==> config.mk <==
export PLATFORM = sky130hd
export DESIGN_NAME = trash_target_flat
export DESIGN_NICKNAME = d
export VERILOG_FILES = /design/src/rtl/worldclean_pkg.sv /design/src/rtl/trash_target_if.sv /design/src/rtl/lfsr8.sv /design/src/rtl/trash_target.sv /design/src/flat_wrapper.sv
export SDC_FILE = /design/constraint.sdc
export NUM_CORES = 1
export LEC_CHECK = 0
export CAP_MARGIN = 20
export CELL_PAD_IN_SITES_DETAIL_PLACEMENT = 1
export CELL_PAD_IN_SITES_GLOBAL_PLACEMENT = 1
export CORE_ASPECT_RATIO = 0.5
export CORE_MARGIN = 4
export CORE_UTILIZATION = 44
export DETAILED_ROUTE_END_ITERATION = 6
export HOLD_SLACK_MARGIN = 0.06
export PLACE_DENSITY_LB_ADDON = 0.1
export SLEW_MARGIN = 15
export SYNTH_ARGS = -nofsm -noshare
export SYNTH_HDL_FRONTEND = slang
export SYNTH_SLANG_ARGS = --single-unit
==> constraint.sdc <==
create_clock -name clk -period 4.4 [get_ports clk]
set_clock_uncertainty 0.15 [all_clocks]
set_input_delay 0.88 -clock clk [delete_from_list [all_inputs] [get_ports clk]]
set_output_delay 0.88 -clock clk [all_outputs]
set_load 0.05 [all_outputs]
==> src/rtl/worldclean_pkg.sv <==
// Shared definitions for the playfield objects (target, bullet, ship).
//   state_e      : life cycle of a spawned object (WAIT -> ALIVE -> EXPLODE)
//   H_ACTIVE/V_ACTIVE : visible screen size in pixels
//   LFSR_SEED/LFSR_TAPS and lfsr8_next() : 8-bit Fibonacci LFSR used for spawn rows
package worldclean_pkg;

  typedef enum logic [1:0] {
    WAIT    = 2'd0,
    ALIVE   = 2'd1,
    EXPLODE = 2'd2
  } state_e;

  localparam int H_ACTIVE = 640;
  localparam int V_ACTIVE = 480;

  localparam logic [7:0] LFSR_SEED = 8'hA5;
  // Taps 8,6,5,4 -> bits 7,5,4,3 (maximal length, never reaches all-zero)
  localparam logic [7:0] LFSR_TAPS = 8'hB8;

  function automatic logic [7:0] lfsr8_next(input logic [7:0] cur);
    return {cur[6:0], ^(cur & LFSR_TAPS)};
  endfunction

endpackage

==> src/rtl/trash_target_if.sv <==
// Pixel/bullet bus between the scan logic and the trash target.
//   v_sync, pix_x, pix_y, bullet_on : scan position and bullet draw signal
//   target_on, hit, miss, bullet_kill, score : target results
// master = scan/shot side, slave = the target block.
interface trash_target_if;
  logic       v_sync;
  logic [9:0] pix_x;
  logic [9:0] pix_y;
  logic       bullet_on;
  logic       target_on;
  logic       hit;
  logic       miss;
  logic       bullet_kill;
  logic [7:0] score;

  modport master (
    output v_sync, pix_x, pix_y, bullet_on,
    input  target_on, hit, miss, bullet_kill, score
  );

  modport slave (
    input  v_sync, pix_x, pix_y, bullet_on,
    output target_on, hit, miss, bullet_kill, score
  );
endinterface

==> src/rtl/lfsr8.sv <==
// Free-running 8-bit Fibonacci LFSR, advances every clk.
//   clk   : clock
//   rst_n : asynchronous active-low reset, loads LFSR_SEED
//   value : current LFSR contents
module lfsr8
  import worldclean_pkg::*;
(
  input  logic       clk,
  input  logic       rst_n,
  output logic [7:0] value
);

  logic [7:0] lfsr_q;
  logic [7:0] lfsr_d;

  always_comb begin
    lfsr_d = lfsr8_next(lfsr_q);
  end

  always_ff @(posedge clk or negedge rst_n) begin
    if (!rst_n) begin
      lfsr_q <= LFSR_SEED;
    end else begin
      lfsr_q <= lfsr_d;
    end
  end

  assign value = lfsr_q;

endmodule

==> src/rtl/trash_target.sv <==
// Trash target: spawns at the right edge, drifts left once per frame,
// explodes when the bullet overlaps it, keeps a saturating hit score.
//   clk   : pixel clock
//   rst_n : asynchronous active-low reset
//   bus   : trash_target_if.slave (v_sync, pix_x/y, bullet_on in;
//           target_on, hit, miss, bullet_kill, score out)
// Optional build macro: EXPLODE_FLASH_EN -- debris box flashes on
// alternate frames while exploding.
module trash_target
  import worldclean_pkg::*;
#(
  parameter int T_SIZE         = 16,
  parameter int T_SPEED        = 4,
  parameter int SPAWN_X        = H_ACTIVE - T_SIZE,
  parameter int Y_MIN          = 40,
  parameter int EXPLODE_FRAMES = 8,
  parameter int RESPAWN_FRAMES = 30
) (
  input logic         clk,
  input logic         rst_n,
  trash_target_if.slave bus
);

  localparam int CNT_MAX = (RESPAWN_FRAMES > EXPLODE_FRAMES) ? RESPAWN_FRAMES : EXPLODE_FRAMES;
  localparam int CNT_W   = $clog2(CNT_MAX + 1);

  state_e           state_q, state_d;
  logic [CNT_W-1:0] cnt_q, cnt_d;
  logic [9:0]       t_x_q, t_x_d;
  logic [9:0]       t_y_q, t_y_d;
  logic             hit_q, hit_d;
  logic             miss_q, miss_d;
  logic             kill_q, kill_d;
  logic [7:0]       score_q, score_d;
  logic             v_sync_q;
`ifdef EXPLODE_FLASH_EN
  logic             parity_q, parity_d;
`endif

  logic [7:0]  lfsr_val;
  logic        frame_tick;
  logic [10:0] x_lo, x_hi, y_lo, y_hi, px_w, py_w;
  logic        in_box;
  logic        collide;

  lfsr8 u_lfsr (
    .clk  (clk),
    .rst_n(rst_n),
    .value(lfsr_val)
  );

  // Box bounds in 11 bits so t_x + T_SIZE never wraps at the screen edge
  always_comb begin
    frame_tick = bus.v_sync && !v_sync_q;
    x_lo   = {1'b0, t_x_q};
    y_lo   = {1'b0, t_y_q};
    x_hi   = x_lo + 11'(T_SIZE);
    y_hi   = y_lo + 11'(T_SIZE);
    px_w   = {1'b0, bus.pix_x};
    py_w   = {1'b0, bus.pix_y};
    in_box = (px_w >= x_lo) && (px_w < x_hi) && (py_w >= y_lo) && (py_w < y_hi);
    collide = (state_q == ALIVE) && bus.bullet_on && in_box;
  end

`ifdef EXPLODE_FLASH_EN
  assign bus.target_on = in_box && ((state_q == ALIVE) || ((state_q == EXPLODE) && parity_q));
`else
  assign bus.target_on = in_box && (state_q == ALIVE);
`endif

  always_comb begin
    state_d = state_q;
    cnt_d   = cnt_q;
    t_x_d   = t_x_q;
    t_y_d   = t_y_q;
    hit_d   = 1'b0;
    miss_d  = 1'b0;
    score_d = score_q;
    // A pending kill lasts until the next frame; a new collision re-arms it below
    kill_d  = frame_tick ? 1'b0 : kill_q;
`ifdef EXPLODE_FLASH_EN
    parity_d = parity_q;
`endif

    case (state_q)
      WAIT: begin
        if (frame_tick) begin
          if (cnt_q == CNT_W'(RESPAWN_FRAMES - 1)) begin
            state_d = ALIVE;
            cnt_d   = '0;
            t_x_d   = 10'(SPAWN_X);
            t_y_d   = 10'(Y_MIN) + {2'b00, lfsr_val};
          end else begin
            cnt_d = cnt_q + 1'b1;
          end
        end
      end

      ALIVE: begin
        // Collision has priority over the frame move/miss in the same clk
        if (collide) begin
          state_d = EXPLODE;
          hit_d   = 1'b1;
          kill_d  = 1'b1;
          score_d = (score_q == 8'hFF) ? score_q : score_q + 8'd1;
`ifdef EXPLODE_FLASH_EN
          parity_d = 1'b0;
`endif
        end else if (frame_tick) begin
          if (t_x_q < 10'(T_SPEED)) begin
            miss_d  = 1'b1;
            state_d = WAIT;
          end else begin
            t_x_d = t_x_q - 10'(T_SPEED);
          end
        end
      end

      EXPLODE: begin
        if (frame_tick) begin
`ifdef EXPLODE_FLASH_EN
          parity_d = !parity_q;
`endif
          if (cnt_q == CNT_W'(EXPLODE_FRAMES - 1)) begin
            state_d = WAIT;
            cnt_d   = '0;
          end else begin
            cnt_d = cnt_q + 1'b1;
          end
        end
      end

      default: begin
        state_d = WAIT;
        cnt_d   = '0;
      end
    endcase
  end

  always_ff @(posedge clk or negedge rst_n) begin
    if (!rst_n) begin
      state_q  <= WAIT;
      cnt_q    <= '0;
      t_x_q    <= 10'(SPAWN_X);
      t_y_q    <= 10'(Y_MIN);
      hit_q    <= 1'b0;
      miss_q   <= 1'b0;
      kill_q   <= 1'b0;
      score_q  <= 8'd0;
      v_sync_q <= 1'b0;
`ifdef EXPLODE_FLASH_EN
      parity_q <= 1'b0;
`endif
    end else begin
      state_q  <= state_d;
      cnt_q    <= cnt_d;
      t_x_q    <= t_x_d;
      t_y_q    <= t_y_d;
      hit_q    <= hit_d;
      miss_q   <= miss_d;
      kill_q   <= kill_d;
      score_q  <= score_d;
      v_sync_q <= bus.v_sync;
`ifdef EXPLODE_FLASH_EN
      parity_q <= parity_d;
`endif
    end
  end

  assign bus.hit         = hit_q;
  assign bus.miss        = miss_q;
  assign bus.bullet_kill = kill_q;
  assign bus.score       = score_q;

endmodule

==> src/flat_wrapper.sv <==
// flat-port wrapper written by rule: the top's interface ports become plain ports
module trash_target_flat import worldclean_pkg::*;
#(
  parameter int T_SIZE         = 16,
  parameter int T_SPEED        = 4,
  parameter int SPAWN_X        = H_ACTIVE - T_SIZE,
  parameter int Y_MIN          = 40,
  parameter int EXPLODE_FRAMES = 8,
  parameter int RESPAWN_FRAMES = 30
)
  (clk, rst_n, bus_v_sync, bus_pix_x, bus_pix_y, bus_bullet_on, bus_target_on, bus_hit, bus_miss, bus_bullet_kill, bus_score);
  trash_target_if bus_i ();
  input logic clk;
  input logic rst_n;
  input wire logic [$bits(bus_i.v_sync)-1:0] bus_v_sync;
  input wire logic [$bits(bus_i.pix_x)-1:0] bus_pix_x;
  input wire logic [$bits(bus_i.pix_y)-1:0] bus_pix_y;
  input wire logic [$bits(bus_i.bullet_on)-1:0] bus_bullet_on;
  output wire logic [$bits(bus_i.target_on)-1:0] bus_target_on;
  output wire logic [$bits(bus_i.hit)-1:0] bus_hit;
  output wire logic [$bits(bus_i.miss)-1:0] bus_miss;
  output wire logic [$bits(bus_i.bullet_kill)-1:0] bus_bullet_kill;
  output wire logic [$bits(bus_i.score)-1:0] bus_score;
  assign bus_i.v_sync = bus_v_sync;
  assign bus_i.pix_x = bus_pix_x;
  assign bus_i.pix_y = bus_pix_y;
  assign bus_i.bullet_on = bus_bullet_on;
  assign bus_target_on = bus_i.target_on;
  assign bus_hit = bus_i.hit;
  assign bus_miss = bus_i.miss;
  assign bus_bullet_kill = bus_i.bullet_kill;
  assign bus_score = bus_i.score;
  trash_target #(.T_SIZE(T_SIZE), .T_SPEED(T_SPEED), .SPAWN_X(SPAWN_X), .Y_MIN(Y_MIN), .EXPLODE_FRAMES(EXPLODE_FRAMES), .RESPAWN_FRAMES(RESPAWN_FRAMES)) u_core (.clk(clk), .rst_n(rst_n), .bus(bus_i));
endmodule
==> flow_summary.yaml <==
yosys:
  syn_area_um2: 2930
  synth_cells: 298
  synth_common_cells: "38 x ha_1, 34 x dfrtp_1, 27 x inv_1"
  synthDistinctLibCells: 50
  synth.area.top_cells: "dfrtp_1 29%, ha_1 16%, dfstp_2 9.0%"
  yosysTopAreaCell: "dfrtp_1"
  syn_nets: 360
  ys_ff_latch: 44
  synth_edf_count: 0
  synth_top_flop_cell: "dfrtp_1"
  synth_most_common_cell: "ha_1"
  async_reset_ff_share_pct: 100
  synth_top_area_share_pct: 29.0
  syn_avg_cell_area_um2: 9.85
  yosysSeqAreaShare_pct: 38.0
  yosysWarnings: 0
finish:
  finalNonFillerCells: 426
  fin_area_um2: 3590
  nets: 399
  post-route-util_pct: 57.4
  area_growth_pct: 22.3
  layout-drive-gt1-share_pct: 12.1
  num-fill-cells: 704
  antenna_cells: 0
routing:
  vias: 2338
  avgRoutedWirePerCell_um: 17.3
  drt_pre_antenna_iters: 4
  route.antenna.remaining_nets: 0
  wl_met1_um: 3520
  drt_iter0_drc: 146
  wl_met2_um: 3510
  wl_met3_um: 280
  top_layer: "met4"
  via_per_inst: 5.49
  drcViolationCount: 0
  totalWireLength_um: 7370
cts:
  post-cts-setup-buffers: 0
  clkTransAtPathRegs_ns: 0.06
  cts_resized: 0
  cts_tree: "yes"
  clk_latency_ns: 0.29
  ctsHtreeMaxLevel: 2
  cts_sinks: 44
  cts_buffers: 5
  root_buffer: "clkbuf_16"
  clockBufferDepth: 2
  hold_buffers: 0
flow_run:
  drv_cap: 0
power_and_ir_drop:
  power_leakage_nw: 1.58
  powerDensity_nw_per_um2: 410
  peakVddDrop_mv: 0.193
  p_total_mw: 1.47
global_route:
  overflow: 0
  grt_pass1_wl_um: 12800
  grt_pass1_vias: 2546
  grt_max_degree: 45
  grtUsageTotal_pct: 20.1
  antenna_found_initial: 0
placed_design:
  port-buffer-count: 35
  dp.final_hpwl_um: 5590
  routabilityCongestion: 0.840
  dp.cells: 417
  placed_area_um2: 3380
  post-place-ws_ns: 0.204
worst_setup_path:
  endpoint_kind: "output pin"
  cp_max_fo: 4
  path_class: "in2out"
  required_ns: 3.37
  start_kind: "primary input"
  worstPathArrival_ns: 3.16
  r2r_cells: 11
floorplan:
  io_pins: 36
  die-area_um2: 8120
  design.core.area_um2: 6260
  die_y_um: 65.7
  initial_core_util_pct: 46.9
  rows: 20
  die_x_um: 123
timing:
  relSlewSlack_pct: 55.9
  setup_ws_ns: 0.214
  rsz0062_at_grt: "false"
  setup-violations-final: 0
  worstMarginPinSlew_ns: 0.657
  slew_violations: 0
  period_share_pct: 95.1
  layout_min_cycle_time_ns: 4.19
  max_freq_ghz: 0.239
  tns_ns: 0
  report.final.hold_viol_count: 0
  hold_slack_ns: 0.225
outcome:
  outcome: "complete, no violations"
hold_path:
  hp-class: "reg2reg"
  hold_depth: 0
## area by class of cell
class | count | area, um^2 | area share (%)
multi-input combinational | 221 | 1700 | 47.2
clock buffer | 6 | 139 | 3.87
clock inverter | 2 | 38.8 | 1.08
tap | 88 | 110 | 3.07
inverter | 27 | 101 | 2.82
timing repair buffer | 38 | 390 | 10.9
sequential | 44 | 1110 | 31.0
## worst paths after layout
check                      slack (ns)              startpoint                      to
min in group asynchronous        0.31                   rst_n     u_core.bus.score[6]
min reg2reg                      0.22  u_core.u_lfsr.value[1]  u_core.u_lfsr.value[2]
max in group asynchronous        3.26                   rst_n  u_core.u_lfsr.value[2]
min                              0.22  u_core.u_lfsr.value[1]  u_core.u_lfsr.value[2]
max                              0.21            bus_pix_y[1]           bus_target_on
max reg2reg                      0.86         u_core.t_x_q[4]     u_core.bus.score[7]
## cells by family after synthesis
group                      synth area share, %
and+or+nand+nor                           16.8
AOI/OAI and AO/OA                         16.5
DFF                                       38.0
adders and majority gates                 16.2
buffers and inverters                     4.48
xor gates and xnor gates                  5.37
muxes                                     2.69
## critical path, stage by stage
cell and delay [ns]:
clkdlybuf4s50_1 0.40, ha_1 0.31, nor2b_1 0.14, o21a_1 0.18, o2111ai_1 0.36, nand4b_4 0.16
or2_2 0.36, nor2_1 0.19, buf_12 0.17
## report_power, final
| group | total, mW | internal, mW | switching, mW |
|---|---|---|---|
| sequential | 0.552 | 0.469 | 0.0828 |
| combinational | 0.478 | 0.215 | 0.263 |
| clock | 0.441 | 0.284 | 0.157 |
| total | 1.47 | 0.969 | 0.503 |
## state kept, by name, indices dropped and copies added, names as in the netlist
name,cells
u_core.bus.bullet_kill,1
u_core.bus.hit,1
u_core.bus.miss,1
u_core.bus.score,8
u_core.cnt_q,5
u_core.state_q,2
u_core.t_x_q,8
u_core.t_y_q,9
u_core.u_lfsr.value,8
u_core.v_sync_q,1
## routing by layer
layer | GRT usage [%] | vias to the layer above
met3 | 4.39 | 4
met2 | 34.2 | 33
met5 | 0 | -
li1 | - | 1165
met1 | 26.3 | 1136
met4 | 4.41 | 0
## cell usage in the layout, fill, tap and decap left out, drive strengths merged, types with 3 or more instances in the layout
master	Yosys	layout
o31ai	3	3
nor2	11	11
dfrtp	34	34
buf	1	5
and3	4	4
a211oi	5	5
inv	27	27
nand4	8	8
mux2	7	7
o22ai	4	4
xor2	6	6
a21o	4	4
a22o	4	4
nor2b	3	3
a21oi	14	14
o21ai	14	14
ha	38	38
nor4	3	3
clkbuf	5	6
dfstp	10	10
or3	4	4
and2	3	3
nand2b	5	5
nand2	17	17
nor3	12	12
nand3	12	12
clkdlybuf4s50	0	33
a31oi	5	5
xnor2	12	12
Power figures use the tool's default switching activity.
